--- config.mk ---
export PLATFORM = sky130hd
export DESIGN_NAME = threshold_filter_mc
export DESIGN_NICKNAME = d
export VERILOG_FILES = /design/src/rtl/threshold_pkg.sv /design/src/rtl/threshold_channel.sv /design/src/rtl/threshold_filter_mc.sv
export SDC_FILE = /design/constraint.sdc
export NUM_CORES = 1
export LEC_CHECK = 0
export ABC_AREA = 1
export ABC_CLOCK_PERIOD_IN_PS = 16800
export BUFFER_PORTS_ARGS = -buffer_cell sky130_fd_sc_hd__buf_2
export CORE_ASPECT_RATIO = 1.2
export CORE_MARGIN = 2
export CORE_UTILIZATION = 60
export DETAILED_ROUTE_END_ITERATION = 6
export PLACE_DENSITY = 0.84
export RECOVER_POWER = 25
export SLEW_MARGIN = 15
export SYNTH_ARGS = -nofsm -noshare
export SYNTH_HDL_FRONTEND = slang
export SYNTH_HIERARCHICAL = 1
export SYNTH_SLANG_ARGS = --single-unit
--- constraint.sdc ---
create_clock -name clk -period 16.8 [get_ports clk]
set_clock_uncertainty 0.15 [all_clocks]
set_input_delay 2.52 -clock clk [delete_from_list [all_inputs] [get_ports clk]]
set_output_delay 2.52 -clock clk [all_outputs]
set_load 0.05 [all_outputs]
--- src/rtl/threshold_pkg.sv ---
// Shared types and arithmetic helpers for the multi-channel threshold filter.
// Optional feature macro used by the top level: THRESH_SLEW_EN.
package threshold_pkg;

    typedef enum logic [1:0] {
        ZERO_BELOW = 2'd0,
        BINARY     = 2'd1,
        HYSTERESIS = 2'd2,
        INVERT     = 2'd3
    } mode_e;

    // Floor(min(bpm, max_bpm) * (2^bits - 1) / max_bpm); the divisor is a
    // constant after elaboration, so synthesis folds it into a multiply.
    function automatic int unsigned bpm_to_threshold(input int unsigned bpm,
                                                     input int bits,
                                                     input int max_bpm);
        longint unsigned clamped;
        longint unsigned full;
        clamped = (bpm > 32'(max_bpm)) ? 64'(max_bpm) : 64'(bpm);
        full    = (64'd1 << bits) - 64'd1;
        return 32'((clamped * full) / 64'(max_bpm));
    endfunction

    // a + b clipped to the largest code representable in 'bits' bits.
    function automatic int unsigned sat_add(input int unsigned a,
                                            input int unsigned b,
                                            input int bits);
        longint unsigned sum;
        longint unsigned max_v;
        sum   = 64'(a) + 64'(b);
        max_v = (64'd1 << bits) - 64'd1;
        return 32'((sum > max_v) ? max_v : sum);
    endfunction

    // a - b clipped at zero.
    function automatic int unsigned sat_sub(input int unsigned a,
                                            input int unsigned b);
        return (a > b) ? (a - b) : 32'd0;
    endfunction

    // Move cur toward tgt by no more than step; lands on tgt when close enough.
    function automatic int unsigned slew_toward(input int unsigned cur,
                                                input int unsigned tgt,
                                                input int unsigned step);
        if (tgt > cur) begin
            return ((tgt - cur) > step) ? (cur + step) : tgt;
        end
        return ((cur - tgt) > step) ? (cur - step) : tgt;
    endfunction

endpackage

--- src/rtl/threshold_channel.sv ---
// One colour channel: mode-dependent compare plus the hysteresis state bit.
// The caller supplies the threshold/mode/enable already in effect for the
// current beat, so a start-of-frame beat is filtered with the new settings.
module threshold_channel
    import threshold_pkg::*;
#(
    parameter int BITS = 8,
    parameter int HYST = 8
) (
    input  logic            clk,
    input  logic            reset,
    input  logic [BITS-1:0] pix,
    input  logic [BITS-1:0] thr,
    input  mode_e           mode,
    input  logic            en,
    input  logic            update,
    input  logic            clear,
    output logic [BITS-1:0] pix_filt
);

    logic [BITS-1:0] hi;
    logic [BITS-1:0] lo;
    logic            hyst_now;
    logic            hyst_d;
    logic            hyst_q;

    // Hysteresis band edges and the bit value after applying this beat.
    always_comb begin
        hi       = BITS'(sat_add(32'(thr), HYST, BITS));
        lo       = BITS'(sat_sub(32'(thr), HYST));
        hyst_now = clear ? 1'b0 : hyst_q;
        if (pix > hi) begin
            hyst_now = 1'b1;
        end else if (pix < lo) begin
            hyst_now = 1'b0;
        end
        hyst_d = update ? hyst_now : hyst_q;
    end

    // Hysteresis state advances only on accepted beats.
    always_ff @(posedge clk or negedge reset) begin
        if (!reset) begin
            hyst_q <= 1'b0;
        end else begin
            hyst_q <= hyst_d;
        end
    end

    // Per-mode output selection; disabled filter passes the pixel through.
    always_comb begin
        pix_filt = pix;
        if (en) begin
            case (mode)
                ZERO_BELOW: pix_filt = (pix > thr) ? pix : '0;
                BINARY:     pix_filt = (pix > thr) ? '1  : '0;
                HYSTERESIS: pix_filt = hyst_now    ? pix : '0;
                INVERT:     pix_filt = (pix <= thr) ? pix : '0;
                default:    pix_filt = pix;
            endcase
        end
    end

endmodule

--- src/rtl/threshold_filter_mc.sv ---
// Multi-channel brightness threshold filter with frame-coherent settings and
// a one-entry skid buffer for full-rate valid/ready flow.
// Optional feature macro: THRESH_SLEW_EN (limit threshold change per frame).
module threshold_filter_mc
    import threshold_pkg::*;
#(
    parameter int BITS      = 8,
    parameter int CHANNELS  = 3,
    parameter int MAX_BPM   = 200,
    parameter int HYST      = 8,
    parameter int SLEW_STEP = 16
) (
    input  logic                         clk,
    input  logic                         reset,
    input  logic [CHANNELS*BITS-1:0]     pix_in,
    input  logic                         sof_in,
    input  logic                         valid_in,
    output logic                         output_ready,
    input  logic                         module_ready,
    input  logic                         filter_enable,
    input  logic [1:0]                   mode,
    input  logic [$clog2(MAX_BPM+1)-1:0] BPM_estimate,
    output logic [CHANNELS*BITS-1:0]     pix_out,
    output logic                         sof_out,
    output logic                         valid_out,
    output logic [BITS-1:0]              brightness
);

    localparam int W = CHANNELS * BITS;
`ifdef THRESH_SLEW_EN
    localparam int unsigned STEP_EFF = SLEW_STEP;
`else
    // A step wider than the code range always reaches the target in one go;
    // SLEW_STEP is intentionally ignored in this build.
    localparam int unsigned STEP_EFF = (SLEW_STEP >= 0) ? (1 << BITS) : (1 << BITS);
`endif

    logic            accept;
    logic            frame_start;
    logic            out_xfer;
    logic [BITS-1:0] tgt;
    logic [W-1:0]    filt_pix;

    logic [BITS-1:0] thr_d, thr_q;
    mode_e           mode_d, mode_q;
    logic            en_d, en_q;
    logic            out_valid_d, out_valid_q;
    logic [W-1:0]    out_pix_d, out_pix_q;
    logic            out_sof_d, out_sof_q;
    logic            skid_valid_d, skid_valid_q;
    logic [W-1:0]    skid_pix_d, skid_pix_q;
    logic            skid_sof_d, skid_sof_q;
    logic            ready_d, ready_q;

    assign tgt = BITS'(bpm_to_threshold(32'(BPM_estimate), BITS, MAX_BPM));

    // Frame latch: settings captured on an accepted sof beat, held otherwise.
    always_comb begin
        accept      = valid_in && ready_q;
        frame_start = accept && sof_in;
        thr_d       = thr_q;
        mode_d      = mode_q;
        en_d        = en_q;
        if (frame_start) begin
            thr_d  = BITS'(slew_toward(32'(thr_q), 32'(tgt), STEP_EFF));
            mode_d = mode_e'(mode);
            en_d   = filter_enable;
        end
    end

    // The *_d settings are the ones governing the beat being accepted now.
    for (genvar gi = 0; gi < CHANNELS; gi++) begin : g_ch
        threshold_channel #(
            .BITS (BITS),
            .HYST (HYST)
        ) u_ch (
            .clk      (clk),
            .reset    (reset),
            .pix      (pix_in[gi*BITS +: BITS]),
            .thr      (thr_d),
            .mode     (mode_d),
            .en       (en_d),
            .update   (accept),
            .clear    (frame_start),
            .pix_filt (filt_pix[gi*BITS +: BITS])
        );
    end

    // Output register and skid entry: skid refills the output first, so
    // beat order is preserved; ready is a registered copy of skid emptiness.
    always_comb begin
        out_xfer     = out_valid_q && module_ready;
        out_valid_d  = out_valid_q;
        out_pix_d    = out_pix_q;
        out_sof_d    = out_sof_q;
        skid_valid_d = skid_valid_q;
        skid_pix_d   = skid_pix_q;
        skid_sof_d   = skid_sof_q;
        if (out_xfer || !out_valid_q) begin
            if (skid_valid_q) begin
                out_valid_d  = 1'b1;
                out_pix_d    = skid_pix_q;
                out_sof_d    = skid_sof_q;
                skid_valid_d = 1'b0;
            end else if (accept) begin
                out_valid_d = 1'b1;
                out_pix_d   = filt_pix;
                out_sof_d   = sof_in;
            end else begin
                out_valid_d = 1'b0;
            end
        end else if (accept) begin
            skid_valid_d = 1'b1;
            skid_pix_d   = filt_pix;
            skid_sof_d   = sof_in;
        end
        ready_d = !skid_valid_d;
    end

    // State registers; reset discards any in-flight beats.
    always_ff @(posedge clk or negedge reset) begin
        if (!reset) begin
            thr_q        <= '0;
            mode_q       <= ZERO_BELOW;
            en_q         <= 1'b0;
            out_valid_q  <= 1'b0;
            out_pix_q    <= '0;
            out_sof_q    <= 1'b0;
            skid_valid_q <= 1'b0;
            skid_pix_q   <= '0;
            skid_sof_q   <= 1'b0;
            ready_q      <= 1'b0;
        end else begin
            thr_q        <= thr_d;
            mode_q       <= mode_d;
            en_q         <= en_d;
            out_valid_q  <= out_valid_d;
            out_pix_q    <= out_pix_d;
            out_sof_q    <= out_sof_d;
            skid_valid_q <= skid_valid_d;
            skid_pix_q   <= skid_pix_d;
            skid_sof_q   <= skid_sof_d;
            ready_q      <= ready_d;
        end
    end

    assign output_ready = ready_q;
    assign pix_out      = out_pix_q;
    assign sof_out      = out_sof_q;
    assign valid_out    = out_valid_q;
    assign brightness   = thr_q;

endmodule

==> summary.md <==
| Metric | Value |
|---|---|
| Vias | `9461` |
| WL/cell | `14.0 um` |
| Post-Layout Cell Count | `1755` |
| Post-route DRC | `0` |
| Min cycle time layout | `15.44 ns` |
| Final HPWL DP | `19400 um` |
| Initial core utilization | `61.0%` |
| Violations in the final reports | `capacitance limit, slew limit` |
| Critical R2R Launch | `brightness[7]` |
| CTS tree | `yes` |
| Worst setup EP type | `register` |
| Finished Cell Area | `0.0108 mm^2` |
| Die Y-Extent | `145 um` |
| Worst Path Required | `16.87 ns` |
| Slowest-stage cell, CP | `fa_1` |
| Critical path class | `primary input to register` |
| Total iterations of the first detailed-routing run | `7` |
| Hold Fails Final Rpt | `0` |
| Post-synth top cells | `nand2_1, inv_1, nor2_1` |
| Critical path arrival | `15.51 ns` |
| Area of the multi-input gates | `0.00720 mm^2` |
| Area grow syn2layout | `9.52%` |
| XOR/XNOR share of the synthesized area | `1.59%` |
| CTS HTree Levels | `3` |
| Ys Warns | `6` |
| Top cell type's share of synthesized area | `16.9%` |
| Slew @ Worst Pin | `3.66 ns` |
| RSZ-0062 raised after global routing | `no` |
| Crit path top cell by count | `nand2_4` |
| I/O pin cnt | `75` |
| Port-buffer cells | `74` |
| Register area share after synthesis | `16.9%` |
| Max Cap Violations | `1` |
| Final setup vio count | `0` |
| # hold bufs at CTS | `0` |
| Die width | `121 um` |
| Gpl congestion | `0.943` |
| Clk_lat worst skew | `0.34 ns` |
| Yosys cell types | `40` |
| Row cnt | `51` |
| Final antenna-violating net count | `0` |
| CTS clock-pin slew for the worst setup and hold paths | `0.06 ns` |
| Worst hold path class | `register to register` |
| Final-report max-slew violation count | `68` |
| Slew HR | `-144%` |
| Largest cells by area after synthesis | `dfrtp_1, ha_1, nand2_1, inv_1, nor2_1` |
| Vias in the first global route | `9090` |
| Nets@finish | `1734` |
| Post-CTS Resized | `0` |
| Status | `finished with violations` |
| Max frequency | `0.0648 GHz` |
| Mux cell area share after synthesis | `2.73%` |
| Cell taking the most area after synthesis | `dfrtp_1` |
| Area of the die | `0.0175 mm^2` |
| Synth Area in Compound Gates | `9.95%` |
| Fraction of registers with async set/reset | `100%` |
| Gr ovfl total | `0` |
| Synth Area in Simple Gates | `36.9%` |
| Initial antenna violation count | `0` |
| CTS Sinks | `67` |
| Main synth FF type | `dfrtp_1` |
| Final wirelength | `24500 um` |
| Seq cells post-synth | `67` |
| Detailed Route Iter0 Violations | `546` |
| Diode count | `0` |
| Synth Area per Inst | `6.77 um^2` |
| Critical path peak fanout | `14` |
| Reg2reg setup slack | `11.46 ns` |
| Hold endpoint | `skid_sof_q` |
| Reg2Reg Depth | `28` |
| Placed cells | `1739` |
| Post-synth EDFFs | `0` |
| Total GRT Usage | `28.2%` |
| Setup bufs post-CTS | `0` |
| Hold path depth | `2` |
| Clock Tree Buf Depth | `2` |
| First-pass GRT wire length | `40500 um` |
| Largest family of logic cells by synthesized area | `simple AND/OR/NAND/NOR gates` |
| Syn_nets | `1658` |
| Reg2Reg Capture Point | `skid_pix_q[5]` |
| Post-synthesis instance total | `1462` |
| Most common cell in the netlist | `nand2_1` |
| Cell area after synthesis | `0.00989 mm^2` |
| Crit-path max cell delay | `0.52 ns` |
| Hold path start | `skid_sof_q` |
| Synth Area in Adders | `21.5%` |
| Critical Path Start Type | `primary input` |
| Post-DR vias/cell | `5.39` |
| Maximum number of pins on one net before global-route repair | `68` |
| CTS Buf Count | `9` |
| Placed inst area | `0.0105 mm^2` |
| Register area | `0.00168 mm^2` |
| Filler cells | `1419` |
| Setup TNS | `0 ns` |
| Tcrit/Tclk final | `91.9%` |
| Ratio of cells with drive above 1 in the final layout | `18.5%` |
| Root buffer cell | `clkbuf_16` |
| Core area | `0.0162 mm^2` |
[critical path, delay by kind of cell]
family	cells	cell delay (ns)
compound gates	12	2.11
buf+inv	13	1.36
fa+ha+maj	9	2.94
xor+xnor	1	0.17
simple gates	57	6.15
mux	1	0.27
[per-layer routing]
| metal | GRT usage, % | vias to the layer above | part of all wire (%) |
|---|---|---|---|
| li1 | - | 4814 | - |
| met3 | 3.45 | 67 | 3.8 |
| met5 | 0 | - | 0 |
| met2 | 53.5 | 218 | 52 |
| met1 | 31.6 | 4362 | 40 |
| met4 | 11.7 | 0 | 3.4 |
[per-stage QoR]
stage | worst slack (ns) | hold slack, ns | utilization [%]
final | 1.36 | 0.348 | 66.9
after floorplan | 1.68 | 0.303 | -
after global routing | 0.0493 | 0.364 | 66.9
after CTS | 1.20 | 0.345 | 66.9
after detailed placement | 0.834 | 0.325 | 65.0
after global placement | 1.31 | 0.320 | 65.0
[layout make-up]
class                           instances  share of cell area [%]
Inverter                              253                    8.81
Tap cell                              212                    2.45
Clock buffer                           10                    2.21
Multi-Input combinational cell       1124                    66.4
Clock inverter                          6                   0.647
Sequential cell                        67                    15.5
Timing Repair Buffer                   83                    4.01
[state kept, by name, indices dropped and copies added, names as in the netlist, 2 cells and up]
register,cells
brightness,8
g_ch.u_ch/hyst_q,3
mode_q,2
pix_out,24
skid_pix_q,24
[kinds of logic after synthesis]
group,count (synthesis)
fa+ha+maj,156
buf+inv,271
flops,67
mux,24
compound gates,157
simple gates,769
xor+xnor,18
[worst max-delay path by stage]
stage,from,endpoint,cells after the start,slack [ns]
global placement,BPM_estimate[0],skid_pix_q[17],83,1.31
detailed placement,BPM_estimate[0],skid_pix_q[18],87,0.83
global route,BPM_estimate[0],pix_out[23],91,0.05
finish,BPM_estimate[0],skid_pix_q[5],93,1.36
CTS,BPM_estimate[0],skid_pix_q[22],88,1.20
floorplan,BPM_estimate[0],skid_pix_q[0],86,1.68
[placed cells by master, fill, tap and decap left out, drive strengths merged]
master	Yosys	final
o211ai	4	4
or2	5	5
clkinv	1	4
o21a	3	3
nand3	112	112
mux2	24	24
ha	132	132
clkbuf	14	11
buf	4	82
bufinv	0	1
xnor2	2	2
nand3b	6	6
fa	24	24
o21ai	39	39
nor2	207	207
a21o	1	1
nand2	414	414
a21oi	70	70
xor2	16	16
o21bai	1	1
inv	252	254
a31oi	30	30
dfrtp	67	67
nand4	25	25
a211oi	9	9
Power is left out: the tool's default activity adds up to more than one toggle a clock period on the data nets, which glitch-free logic cannot reach.
